## src/rtl/fpu_job_scheduler_pkg.sv

```systemverilog
// ----------------------------------------------------------------------------
// fpu_job_scheduler_pkg
// Shared FPU defines used by the job scheduler and its pending-job queue.
//   op_id     : operation codes a requester can hand to the FPU job manager
//   job_t     : one queued job, {requester id, operation}
//   defaults  : requester count and queue depth used when a parent does not
//               override them
//   isSupported() : which operations the job manager can actually execute
// ----------------------------------------------------------------------------
package fpu_job_scheduler_pkg;

    localparam int DEFAULT_NUM_REQ    = 4;
    localparam int DEFAULT_FIFO_DEPTH = 4;

    // Job ids are sized for the default requester count. A parent that needs
    // more requesters raises DEFAULT_NUM_REQ so every job_t widens with it.
    localparam int JOB_ID_W = $clog2(DEFAULT_NUM_REQ);

    typedef enum logic [2:0] {
        OP_NOP     = 3'd0,
        LINEAR_FW  = 3'd1,
        LINEAR_BW  = 3'd2,
        FLATTEN_FW = 3'd3,
        FLATTEN_BW = 3'd4,
        CONV_FW    = 3'd5,
        CONV_BW    = 3'd6,
        OP_RSVD    = 3'd7
    } op_id;

    typedef struct packed {
        logic [JOB_ID_W-1:0] id;
        op_id                op;
    } job_t;

    // Only these two operations are wired up in the job manager; anything
    // else is bounced back to the requester as an error completion.
    function automatic logic isSupported(input op_id op);
        return (op == LINEAR_FW) || (op == FLATTEN_BW);
    endfunction

endpackage

```

## src/rtl/fpu_job_fifo.sv

```systemverilog
// ----------------------------------------------------------------------------
// fpu_job_fifo
// Pending-job queue between the requester arbiter and the dispatch FSM.
//   clk, rst_l   : clock, asynchronous active-low reset (empties the queue)
//   push_i       : write pushData_i at the tail (ignored when full)
//   pushData_i   : job to enqueue
//   pop_i        : drop the head entry (ignored when empty)
//   popData_o    : current head entry, valid while empty_o is low
//   full_o       : DEPTH entries held
//   empty_o      : no entries held
//   count_o      : number of entries held, 0..DEPTH
// DEPTH must be a power of two (at least 2) so the pointers wrap for free.
// ----------------------------------------------------------------------------
module fpu_job_fifo
    import fpu_job_scheduler_pkg::*;
#(
    parameter int DEPTH = DEFAULT_FIFO_DEPTH
) (
    input  logic                   clk,
    input  logic                   rst_l,
    input  logic                   push_i,
    input  job_t                   pushData_i,
    input  logic                   pop_i,
    output job_t                   popData_o,
    output logic                   full_o,
    output logic                   empty_o,
    output logic [$clog2(DEPTH):0] count_o
);

    localparam int            AW         = $clog2(DEPTH);
    localparam logic [AW:0]   FULL_COUNT = (AW + 1)'(DEPTH);

    job_t          mem_q [DEPTH];
    logic [AW-1:0] wrPtr_q;
    logic [AW-1:0] rdPtr_q;
    logic [AW:0]   count_q;
    logic          doPush;
    logic          doPop;

    assign full_o    = (count_q == FULL_COUNT);
    assign empty_o   = (count_q == '0);
    assign count_o   = count_q;
    assign popData_o = mem_q[rdPtr_q];
    assign doPush    = push_i && !full_o;
    assign doPop     = pop_i && !empty_o;

    // Pointer and occupancy bookkeeping. The pointers are exactly AW bits, so
    // incrementing past DEPTH-1 rolls back to 0; a simultaneous push and pop
    // moves both pointers and leaves the count where it was.
    always_ff @(posedge clk or negedge rst_l) begin
        if (!rst_l) begin
            wrPtr_q <= '0;
            rdPtr_q <= '0;
            count_q <= '0;
        end else begin
            if (doPush) begin
                wrPtr_q <= wrPtr_q + AW'(1);
            end
            if (doPop) begin
                rdPtr_q <= rdPtr_q + AW'(1);
            end
            case ({doPush, doPop})
                2'b10:   count_q <= count_q + (AW + 1)'(1);
                2'b01:   count_q <= count_q - (AW + 1)'(1);
                default: count_q <= count_q;
            endcase
        end
    end

    // Entry storage needs no reset: an entry is only ever read after it has
    // been written, because empty_o guards every pop.
    always_ff @(posedge clk) begin
        if (doPush) begin
            mem_q[wrPtr_q] <= pushData_i;
        end
    end

endmodule

```

## src/rtl/fpu_job_scheduler.sv

```systemverilog
// ----------------------------------------------------------------------------
// fpu_job_scheduler
// Collects FPU jobs from NUM_REQ requesters with a round-robin arbiter,
// queues them, and hands them one at a time to the FPU job manager.
//   clk, rst_l  : clock, asynchronous active-low reset
//   req_valid   : per-requester request, held until the matching req_ready
//   req_op      : per-requester operation
//   req_ready   : one-hot (or zero) combinational accept strobe
//   jm_avail    : a job is being offered to the job manager
//   jm_op       : operation of the offered job
//   jm_done     : job manager finished the offered job
//   cmpl_valid  : one-cycle completion pulse
//   cmpl_id     : requester the completion belongs to
//   cmpl_err    : completion is for an unsupported op that was never issued
//   q_count     : jobs waiting in the queue
//   busy        : work is queued or the dispatch side is not idle
// ----------------------------------------------------------------------------
module fpu_job_scheduler
    import fpu_job_scheduler_pkg::*;
#(
    parameter int NUM_REQ    = DEFAULT_NUM_REQ,
    parameter int FIFO_DEPTH = DEFAULT_FIFO_DEPTH
) (
    input  logic                         clk,
    input  logic                         rst_l,
    input  logic [NUM_REQ-1:0]           req_valid,
    input  op_id                         req_op [NUM_REQ],
    output logic [NUM_REQ-1:0]           req_ready,
    output logic                         jm_avail,
    output op_id                         jm_op,
    input  logic                         jm_done,
    output logic                         cmpl_valid,
    output logic [$clog2(NUM_REQ)-1:0]   cmpl_id,
    output logic                         cmpl_err,
    output logic [$clog2(FIFO_DEPTH):0]  q_count,
    output logic                         busy
);

    localparam int IDW = $clog2(NUM_REQ);

    localparam logic [1:0] ST_IDLE    = 2'd0;
    localparam logic [1:0] ST_ISSUE   = 2'd1;
    localparam logic [1:0] ST_RELEASE = 2'd2;

    logic [IDW-1:0] rrPtr_q, rrPtr_d;
    logic [IDW-1:0] grantIdx;
    logic [IDW-1:0] cand;
    logic [IDW:0]   candSum;
    logic           grantAny;
    logic           accept;

    logic           fifoFull;
    logic           fifoEmpty;
    logic           fifoPop;
    job_t           fifoHead;
    job_t           pushJob;

    logic [1:0]     state_q, state_d;
    job_t           job_q, job_d;
    logic           jobStaged_q, jobStaged_d;
    logic           cmplValid_q, cmplValid_d;
    logic           cmplErr_q, cmplErr_d;
    logic [IDW-1:0] cmplId_q, cmplId_d;

    // Round-robin search: walk the requesters starting at rrPtr_q (the one
    // after the last winner) and take the first that is asking. The index is
    // wrapped by hand so NUM_REQ need not be a power of two.
    always_comb begin
        grantAny = 1'b0;
        grantIdx = '0;
        candSum  = '0;
        cand     = '0;
        for (int i = 0; i < NUM_REQ; i++) begin
            candSum = {1'b0, rrPtr_q} + (IDW + 1)'(i);
            if (candSum >= (IDW + 1)'(NUM_REQ)) begin
                candSum = candSum - (IDW + 1)'(NUM_REQ);
            end
            cand = candSum[IDW-1:0];
            if (!grantAny && req_valid[cand]) begin
                grantAny = 1'b1;
                grantIdx = cand;
            end
        end
    end

    // A full queue refuses everyone, even if the FSM frees a slot this very
    // cycle, so req_ready never depends on the dispatch side.
    assign accept = grantAny && !fifoFull;

    always_comb begin
        req_ready = '0;
        if (accept) begin
            req_ready[grantIdx] = 1'b1;
        end
    end

    // The pointer only moves on an actual accept; a refused winner keeps its
    // priority for the next cycle.
    always_comb begin
        rrPtr_d = rrPtr_q;
        if (accept) begin
            rrPtr_d = (grantIdx == IDW'(NUM_REQ - 1)) ? '0 : grantIdx + IDW'(1);
        end
    end

    assign pushJob.id = JOB_ID_W'(grantIdx);
    assign pushJob.op = req_op[grantIdx];

    fpu_job_fifo #(
        .DEPTH (FIFO_DEPTH)
    ) u_fifo (
        .clk        (clk),
        .rst_l      (rst_l),
        .push_i     (accept),
        .pushData_i (pushJob),
        .pop_i      (fifoPop),
        .popData_o  (fifoHead),
        .full_o     (fifoFull),
        .empty_o    (fifoEmpty),
        .count_o    (q_count)
    );

    // Dispatch FSM. IDLE works in two steps: first the head is popped into
    // job_q (jobStaged_q marks it), then the staged op is inspected on the
    // next cycle and either issued or bounced as an error completion. The
    // extra staging cycle keeps the op decode off the queue read path.
    // Completions are registered, so they appear the cycle after the
    // decision: for a normal job that is the first RELEASE cycle.
    always_comb begin
        state_d     = state_q;
        job_d       = job_q;
        jobStaged_d = jobStaged_q;
        cmplValid_d = 1'b0;
        cmplErr_d   = 1'b0;
        cmplId_d    = cmplId_q;
        fifoPop     = 1'b0;
        case (state_q)
            ST_IDLE: begin
                if (jobStaged_q) begin
                    jobStaged_d = 1'b0;
                    if (isSupported(job_q.op)) begin
                        state_d = ST_ISSUE;
                    end else begin
                        cmplValid_d = 1'b1;
                        cmplErr_d   = 1'b1;
                        cmplId_d    = IDW'(job_q.id);
                    end
                end else if (!fifoEmpty) begin
                    fifoPop     = 1'b1;
                    job_d       = fifoHead;
                    jobStaged_d = 1'b1;
                end
            end
            ST_ISSUE: begin
                if (jm_done) begin
                    state_d     = ST_RELEASE;
                    cmplValid_d = 1'b1;
                    cmplId_d    = IDW'(job_q.id);
                end
            end
            ST_RELEASE: begin
                if (!jm_done) begin
                    state_d = ST_IDLE;
                end
            end
            default: begin
                state_d = ST_IDLE;
            end
        endcase
    end

    // All scheduler state. Reset drops whatever job is in flight without a
    // completion; the queue contents are cleared by the FIFO's own reset.
    always_ff @(posedge clk or negedge rst_l) begin
        if (!rst_l) begin
            rrPtr_q     <= '0;
            state_q     <= ST_IDLE;
            job_q       <= '0;
            jobStaged_q <= 1'b0;
            cmplValid_q <= 1'b0;
            cmplErr_q   <= 1'b0;
            cmplId_q    <= '0;
        end else begin
            rrPtr_q     <= rrPtr_d;
            state_q     <= state_d;
            job_q       <= job_d;
            jobStaged_q <= jobStaged_d;
            cmplValid_q <= cmplValid_d;
            cmplErr_q   <= cmplErr_d;
            cmplId_q    <= cmplId_d;
        end
    end

    // A staged job counts as pending work even though the FSM is still IDLE.
    assign jm_avail   = (state_q == ST_ISSUE);
    assign jm_op      = job_q.op;
    assign cmpl_valid = cmplValid_q;
    assign cmpl_err   = cmplErr_q;
    assign cmpl_id    = cmplId_q;
    assign busy       = !fifoEmpty || (state_q != ST_IDLE) || jobStaged_q;

endmodule

```

## config.mk

```make
export PLATFORM = sky130hd
export DESIGN_NAME = fpu_job_scheduler
export DESIGN_NICKNAME = d
export VERILOG_FILES = /design/src/rtl/fpu_job_scheduler_pkg.sv /design/src/rtl/fpu_job_fifo.sv /design/src/rtl/fpu_job_scheduler.sv
export SDC_FILE = /design/constraint.sdc
export NUM_CORES = 1
export LEC_CHECK = 0
export ABC_AREA = 0
export BUFFER_PORTS_ARGS = -buffer_cell sky130_fd_sc_hd__clkbuf_2
export CAP_MARGIN = 0
export CORE_ASPECT_RATIO = 1.75
export CORE_MARGIN = 5
export CORE_UTILIZATION = 52
export CTS_BUF_LIST = sky130_fd_sc_hd__clkbuf_8
export DETAILED_ROUTE_END_ITERATION = 6
export GPL_TIMING_DRIVEN = 0
export PLACE_DENSITY = 0.78
export SYNTH_ARGS = -nofsm -noshare
export SYNTH_HDL_FRONTEND = slang
export SYNTH_SLANG_ARGS = --single-unit
```

## constraint.sdc

```tcl
create_clock -name clk -period 2.3 [get_ports clk]
set_input_delay 0.46 -clock clk [delete_from_list [all_inputs] [get_ports clk]]
set_output_delay 0.46 -clock clk [all_outputs]
set_load 0.005 [all_outputs]
```

# After elaboration in Yosys (flattened, before gate mapping)
# Memory sizes are Yosys's and may differ from the RTL's. A register that Yosys moved wholly into a read port is not among the register bits.
# Cells that the tools add are included.
# totals
memories	1
mem_bits_rw	20
out_inout_bits	16
ff_bits	16
# op_classes
muxes	47
reduce_logical	24
bitwise	3
n_eq_ne	13
order_cmp	11
add_sub_neg	12
# mem_list
memory	words	word_bits	read_ports	rd_ports_with_merged_regs	write_ports	line	rtl
u_fifo.mem_q	4	5	1	1	1	fpu_job_fifo.sv:33	job_t mem_q [DEPTH];
# ops
op	n
2-bit 2-to-1 mux	16
1-bit 2-to-1 mux	18
2-bit by 3-bit less-than comparator with 1-bit output, second input constant	5
3-bit greater-or-equal comparator, second input constant	4
1-bit binary-select mux with 2-bit select	4
2-bit != test, second input constant	4
4-bit AND reduction	2
2-bit by 1-bit subtractor with 2-bit output, second input constant	4
1-bit logical AND	7
2-bit by 1-bit adder with 2-bit output, second input constant	3
2-bit by 2-bit adder with 3-bit output, second input constant	2
3-bit binary-select mux with 2-bit select	1
2-bit equality test, second input constant	3
3-bit equality test, second input constant	2
1-bit logical NOT	6
3-bit 2-to-1 mux	2
2-bit one-hot mux with 3 select lines	1
3-bit one-hot mux with 2 select lines	1
2-bit nonzero test	3
2-bit by 1-bit equality test with 1-bit output, second input constant	2
4-bit 2-to-1 mux	1
2-bit one-hot mux with 2 select lines	1
2-bit by 1-bit adder with 3-bit output, second input constant	1
3-bit by 1-bit adder with 3-bit output, second input constant	1
other kinds (13)	16

# Depth between registers and ports, before layout
# logic_depth
word_depth	19
ltp_mapped	10
ltp_nobuf	9

# Modules after synthesis
# From an unflattened synthesis, not the netlist that was laid out.
# unflattened
cells_unflattened	139
hier_area_um2	2015.7
# by_module_without_submodules
module	n_inst	area_per_inst_um2	seq_area_each_um2	cells_each
fpu_job_fifo	1	1164.9	775.7	64
fpu_job_scheduler	1	850.8	350.3	75

# Worst setup path after synthesis
# No wires, ideal clock.
# synth_timing
path_kind	flip-flop to flip-flop
start	reg state_q[0]
end	reg u_fifo.count_q[2] (netlist: u_fifo.count_o[2])
period_less_slack_ps	2108
slack_ps	192
arrival_ps	2029
required_ps	2221
path_stages_with_launch	9
setup_time_ps	79
path_cell_list	dfrtp_1 -> buf_2 -> nor4_4 -> ha_1 -> inv_1 -> fa_1 -> xor2_1 -> nor2_1 -> xor2_1
# synth_via
elab_chain_len	5
word_cells_on_any_way	7
# synth_lines
item	line	rtl
start: declaration	fpu_job_scheduler.sv:58	logic [1:0] state_q, state_d;
start signal: assignment	fpu_job_scheduler.sv:185	state_q <= state_d;
2-bit logical NOT *	fpu_job_scheduler.sv:137	case (state_q)
1-bit 2-to-1 mux *	fpu_job_scheduler.sv:137	
1-bit logical AND *	fpu_job_fifo.sv:45	assign doPop = pop_i && !empty_o;
via u_fifo.doPop	fpu_job_fifo.sv:38	logic doPop;
2-bit by 1-bit equality test with 1-bit output / 2-bit equality test (equally long branches)	fpu_job_fifo.sv:62	case ({doPush, doPop})
3-bit one-hot mux with 2 select lines / 2-bit nonzero test (equally long branches)	-	
end signal: assignment	fpu_job_fifo.sv:63	2'b10: count_q <= count_q + (AW + 1)'(1);
end signal: assignment	fpu_job_fifo.sv:64	2'b01: count_q <= count_q - (AW + 1)'(1);
end signal: assignment	fpu_job_fifo.sv:65	default: count_q <= count_q;
end: declaration	fpu_job_fifo.sv:36	logic [AW:0] count_q;
# Mark *: on every way through the listed nets, which the timed path passes. The rest lies on a longest branch.
# A chain may end at the register's enable or synchronous reset.

# Worst setup path after layout
# layout_timing
start	reg rrPtr_q[1]
end	out req_ready[0]
# layout_via
elab_chain_len	19
word_cells_on_any_way	44
# layout_lines
item	line	rtl
start: declaration	fpu_job_scheduler.sv:45	logic [IDW-1:0] rrPtr_q, rrPtr_d;
start signal: assignment	fpu_job_scheduler.sv:184	rrPtr_q <= rrPtr_d;
parallel branches: the longest is 13 deep, another holds 2-bit by 1-bit adder with 3-bit output	-	
2-bit 2-to-1 mux *	fpu_job_scheduler.sv:79	if (!grantAny && req_valid[cand]) begin
via grantIdx[0]	fpu_job_scheduler.sv:46	logic [IDW-1:0] grantIdx;
2-bit by 3-bit less-than comparator with 1-bit output (implied by the code) / 2-bit by 1-bit greater-or-equal comparator with 1-bit output (equally long branches)	fpu_job_scheduler.sv:93	req_ready[grantIdx] = 1'b1;
1-bit logical AND (implied by the code)	fpu_job_scheduler.sv:93	
1-bit 2-to-1 mux (implied by the code)	fpu_job_scheduler.sv:93	
1-bit demux with 2-bit select *	fpu_job_scheduler.sv:93	
4-bit 2-to-1 mux *	fpu_job_scheduler.sv:92	if (accept) begin
end: declaration	fpu_job_scheduler.sv:28	output logic [NUM_REQ-1:0] req_ready,
# Mark *: on every way through the listed nets, which the timed path passes. The select of a mux whose other input is x is not followed.

==> flow_summary.ini <==
[outcome]
outcome = finished, final reports clean

[yosys]
synth_cell_types = 30
synth_top_family_by_area = multiplexers
synth_fa_ha_area_share_pct = 6.713
ys_warn_count = 0
syn_avg_cell_area_um2 = 14.01
synth_ff_type = dfrtp_1
yosys.area_share.simple_pct = 9.373
async_flop_share_pct = 51.22
synthMuxAreaShare_pct = 16.40
seq_area_frac_synth_pct = 57.00
synth_xor_area_share_pct = 3.547
ys_seq_elements = 41
synth_fp_nets = 170
synth-compound-area-share_pct = 3.737
synth_edf_count = 20
netlist_instances = 141
syn_area_um2 = 1976

[floorplan]
die-area_um2 = 5181
die_h_um = 91.54
start_util_pct = 53.91
die_width_um = 56.60
core-area_um2 = 3665
row_count = 29
pin_count = 35

[setup_path]
worstPathMaxFanout = 6
critPathMaxStageDelay_ns = 0.46
cp.arrival_ns = 1.79
critPathBufInv = 3
cp-end-kind = output pin
slowest_stage = dfrtp_2
crit_family = flip-flops
cp.required_ns = 1.84
cp_common_cell = buf_6
startpoint_type = flip-flop
critical_path.cell_chain = mux2i_2 > a2bb2oi_2 > and2b_1 > buf_6 > inv_6 > ha_4 > and2_4 > buf_6
path_class = reg -> out

[timing]
final.setup.worst_slack_ns = 0.04648
drv_slew = 0
finalHoldViolations = 0
fin_skew_ns = 0.006787
max_freq_mhz = 443.8
tightest_slew_ns = 0.5345
period_needed_ns = 2.254
setup_violations = 0
tns_ns = 0
grt_setup_unrepaired = true
period_share_pct = 97.98
relSlewSlack_pct = 64.37

[route]
wl_um = 3426
drc = 0
wl_per_cell_um = 14.64
vias = 1229
viasPerCell = 5.252
ant_nets = 0
first_pass_iters = 4
drt_iter0_markers = 17

[worst_hold_path]
min_path_type = in -> async

[global_route]
grt_pass1_vias = 1273
grt.total_usage_pct = 14.37
grt_max_degree = 22
grt_pass1_wl_um = 5637
antenna_found_initial = 0
gr-total-overflow = 0

[clock_tree]
path_clk_slew_ns = 0.08
clockBufferDepth = 2
htreeDepth = 2
cts_tree = done
cts.sink_count = 41
cts-root-buf = clkbuf_8
cts_made_buffers = 5
clock_latency_ns = 0.29

[power_and_ir_drop]
leakagePower_nw = 1.082
cellPowerDensity_nw_per_um2 = 1452
peakVddDrop_mv = 0.7871

[place]
dp_hpwl_um = 2656
portBuffers = 34
dpl_cell_area_um2 = 2203
pre_cts_ws_ns = -0.1110
gp_congestion = 0.7277

[final_layout]
final_cell_area_um2 = 2445
area_growth_pct = 23.75
nNetsFinal = 216
drive_above_1_share_pct = 42.55
antenna_cells = 0
utilization_pct = 66.71

[job]
maxCapViolations = 0
==> metrics by stage <==
step / std cells / hold WS, ns / power [W]
final: 234 / 0.1303 / 0.003550
after global routing: 234 / 0.1614 / 0.003805
after CTS: 232 / 0.1459 / 0.003463
after detailed placement: 221 / 0.4641 / 0.002834
after global placement: 221 / 0.4543 / 0.002714
after floorplan: 141 / 0.1644 / 0.002410
==> sequential cells by signal, summed over array words and instances, names as in the netlist <==
| signal | flops |
|---|---|
| cmpl_id | 2 |
| u_fifo.mem_q | 20 |
| cmpl_err | 1 |
| state_q | 2 |
| cmpl_valid | 1 |
| job_q | 2 |
| jobStaged_q | 1 |
| rrPtr_q | 2 |
| u_fifo.count_o | 3 |
| u_fifo.wrPtr_q | 2 |
| u_fifo.rdPtr_q | 2 |
| jm_op | 3 |
==> synth_stat cells, types with 2 or more instances <==
master / instances / area, µm²
nand2_1: 7 / 26.28
ha_1: 9 / 112.6
xnor2_1: 4 / 35.03
a21o_1: 2 / 15.01
xor2_1: 4 / 35.03
a21oi_1: 4 / 20.02
mux2_2: 7 / 78.83
nand2b_1: 4 / 25.02
and2_1: 8 / 50.05
nor2_1: 6 / 22.52
mux2i_1: 11 / 110.1
buf_2: 3 / 15.01
o21ai_0: 3 / 15.01
edfxtp_1: 20 / 600.6
dfrtp_1: 21 / 525.5
mux2_1: 2 / 22.52
inv_1: 9 / 33.78
mux4_2: 5 / 112.6
==> power by group <==
group,internal [W],switching [W]
registers,0.00119,0.000192
logic,0.000836,0.000764
clock network,0.000324,0.000247
total,0.00235,0.00120
==> cells in the final DEF (no fill, tap or decap), types with 2 or more instances in the layout <==
cell type / instances
a21oi_1: 2
nand2_1: 6
dfrtp_1: 19
buf_2: 3
a21o_1: 2
ha_4: 2
and2_4: 2
mux2i_1: 10
edfxtp_1: 20
clkbuf_2: 32
inv_1: 7
xor2_1: 4
a21oi_2: 2
buf_4: 5
mux2_2: 7
dfrtp_2: 2
buf_6: 3
xnor2_1: 4
mux4_2: 5
and2_1: 6
nand2b_1: 3
o21ai_0: 3
nor2_1: 6
clkbuf_8: 5
ha_1: 6
mux2_1: 2
==> per-layer routing <==
metal	track usage, %	vias to the layer above	part of all wire [%]
li1	-	591	-
met1	13.41	607	34
met2	27.32	25	60
met3	3.830	6	4.6
met4	7.327	0	2.0
met5	0	-	0
==> timing repair <==
action                     in CTS  in global routing
setup endpoints to repair       5                  6
pin swaps                       1                  2
setup buffers                   3                  2
resized for setup               4                 21
hold buffers                    0                  0
==> kinds of logic after synthesis <==
logic type,after synthesis
flip-flops,41
multiplexers,25
adder cells (fa/ha/maj),10
buffers and inverters,14
AO/OA/AOI/OAI,11
XOR/XNOR,8
AND/OR/NAND/NOR,32
==> worst paths after layout <==
kind	slack, ns	cells past startpoint	end	startpoint
worst max register to register	0.10	10	u_fifo.count_o[2]	u_fifo.count_o[0]
worst min-delay path	0.13	1	u_fifo.count_o[0]	rst_l
min in group clk	0.39	3	state_q[1]	jm_done
worst min register to register	0.50	1	cmpl_id[1]	cmpl_id[1]
worst max-delay path	0.05	8	req_ready[0]	rrPtr_q[1]
max in group asynchronous	1.78	1	rrPtr_q[0]	rst_l
==> layout make-up <==
type | instances | area [µm²]
Tap cell | 46 | 57.56
Timing Repair Buffer | 39 | 220.2
Sequential cell | 41 | 1129
Fill cell | 273 | 1220
Clock inverter | 3 | 46.29
Buffer | 5 | 30.03
Clock buffer | 5 | 68.82
Inverter | 9 | 41.29
Multi-Input combinational cell | 86 | 852.1
No activity file was read; power rests on OpenSTA's default activity.
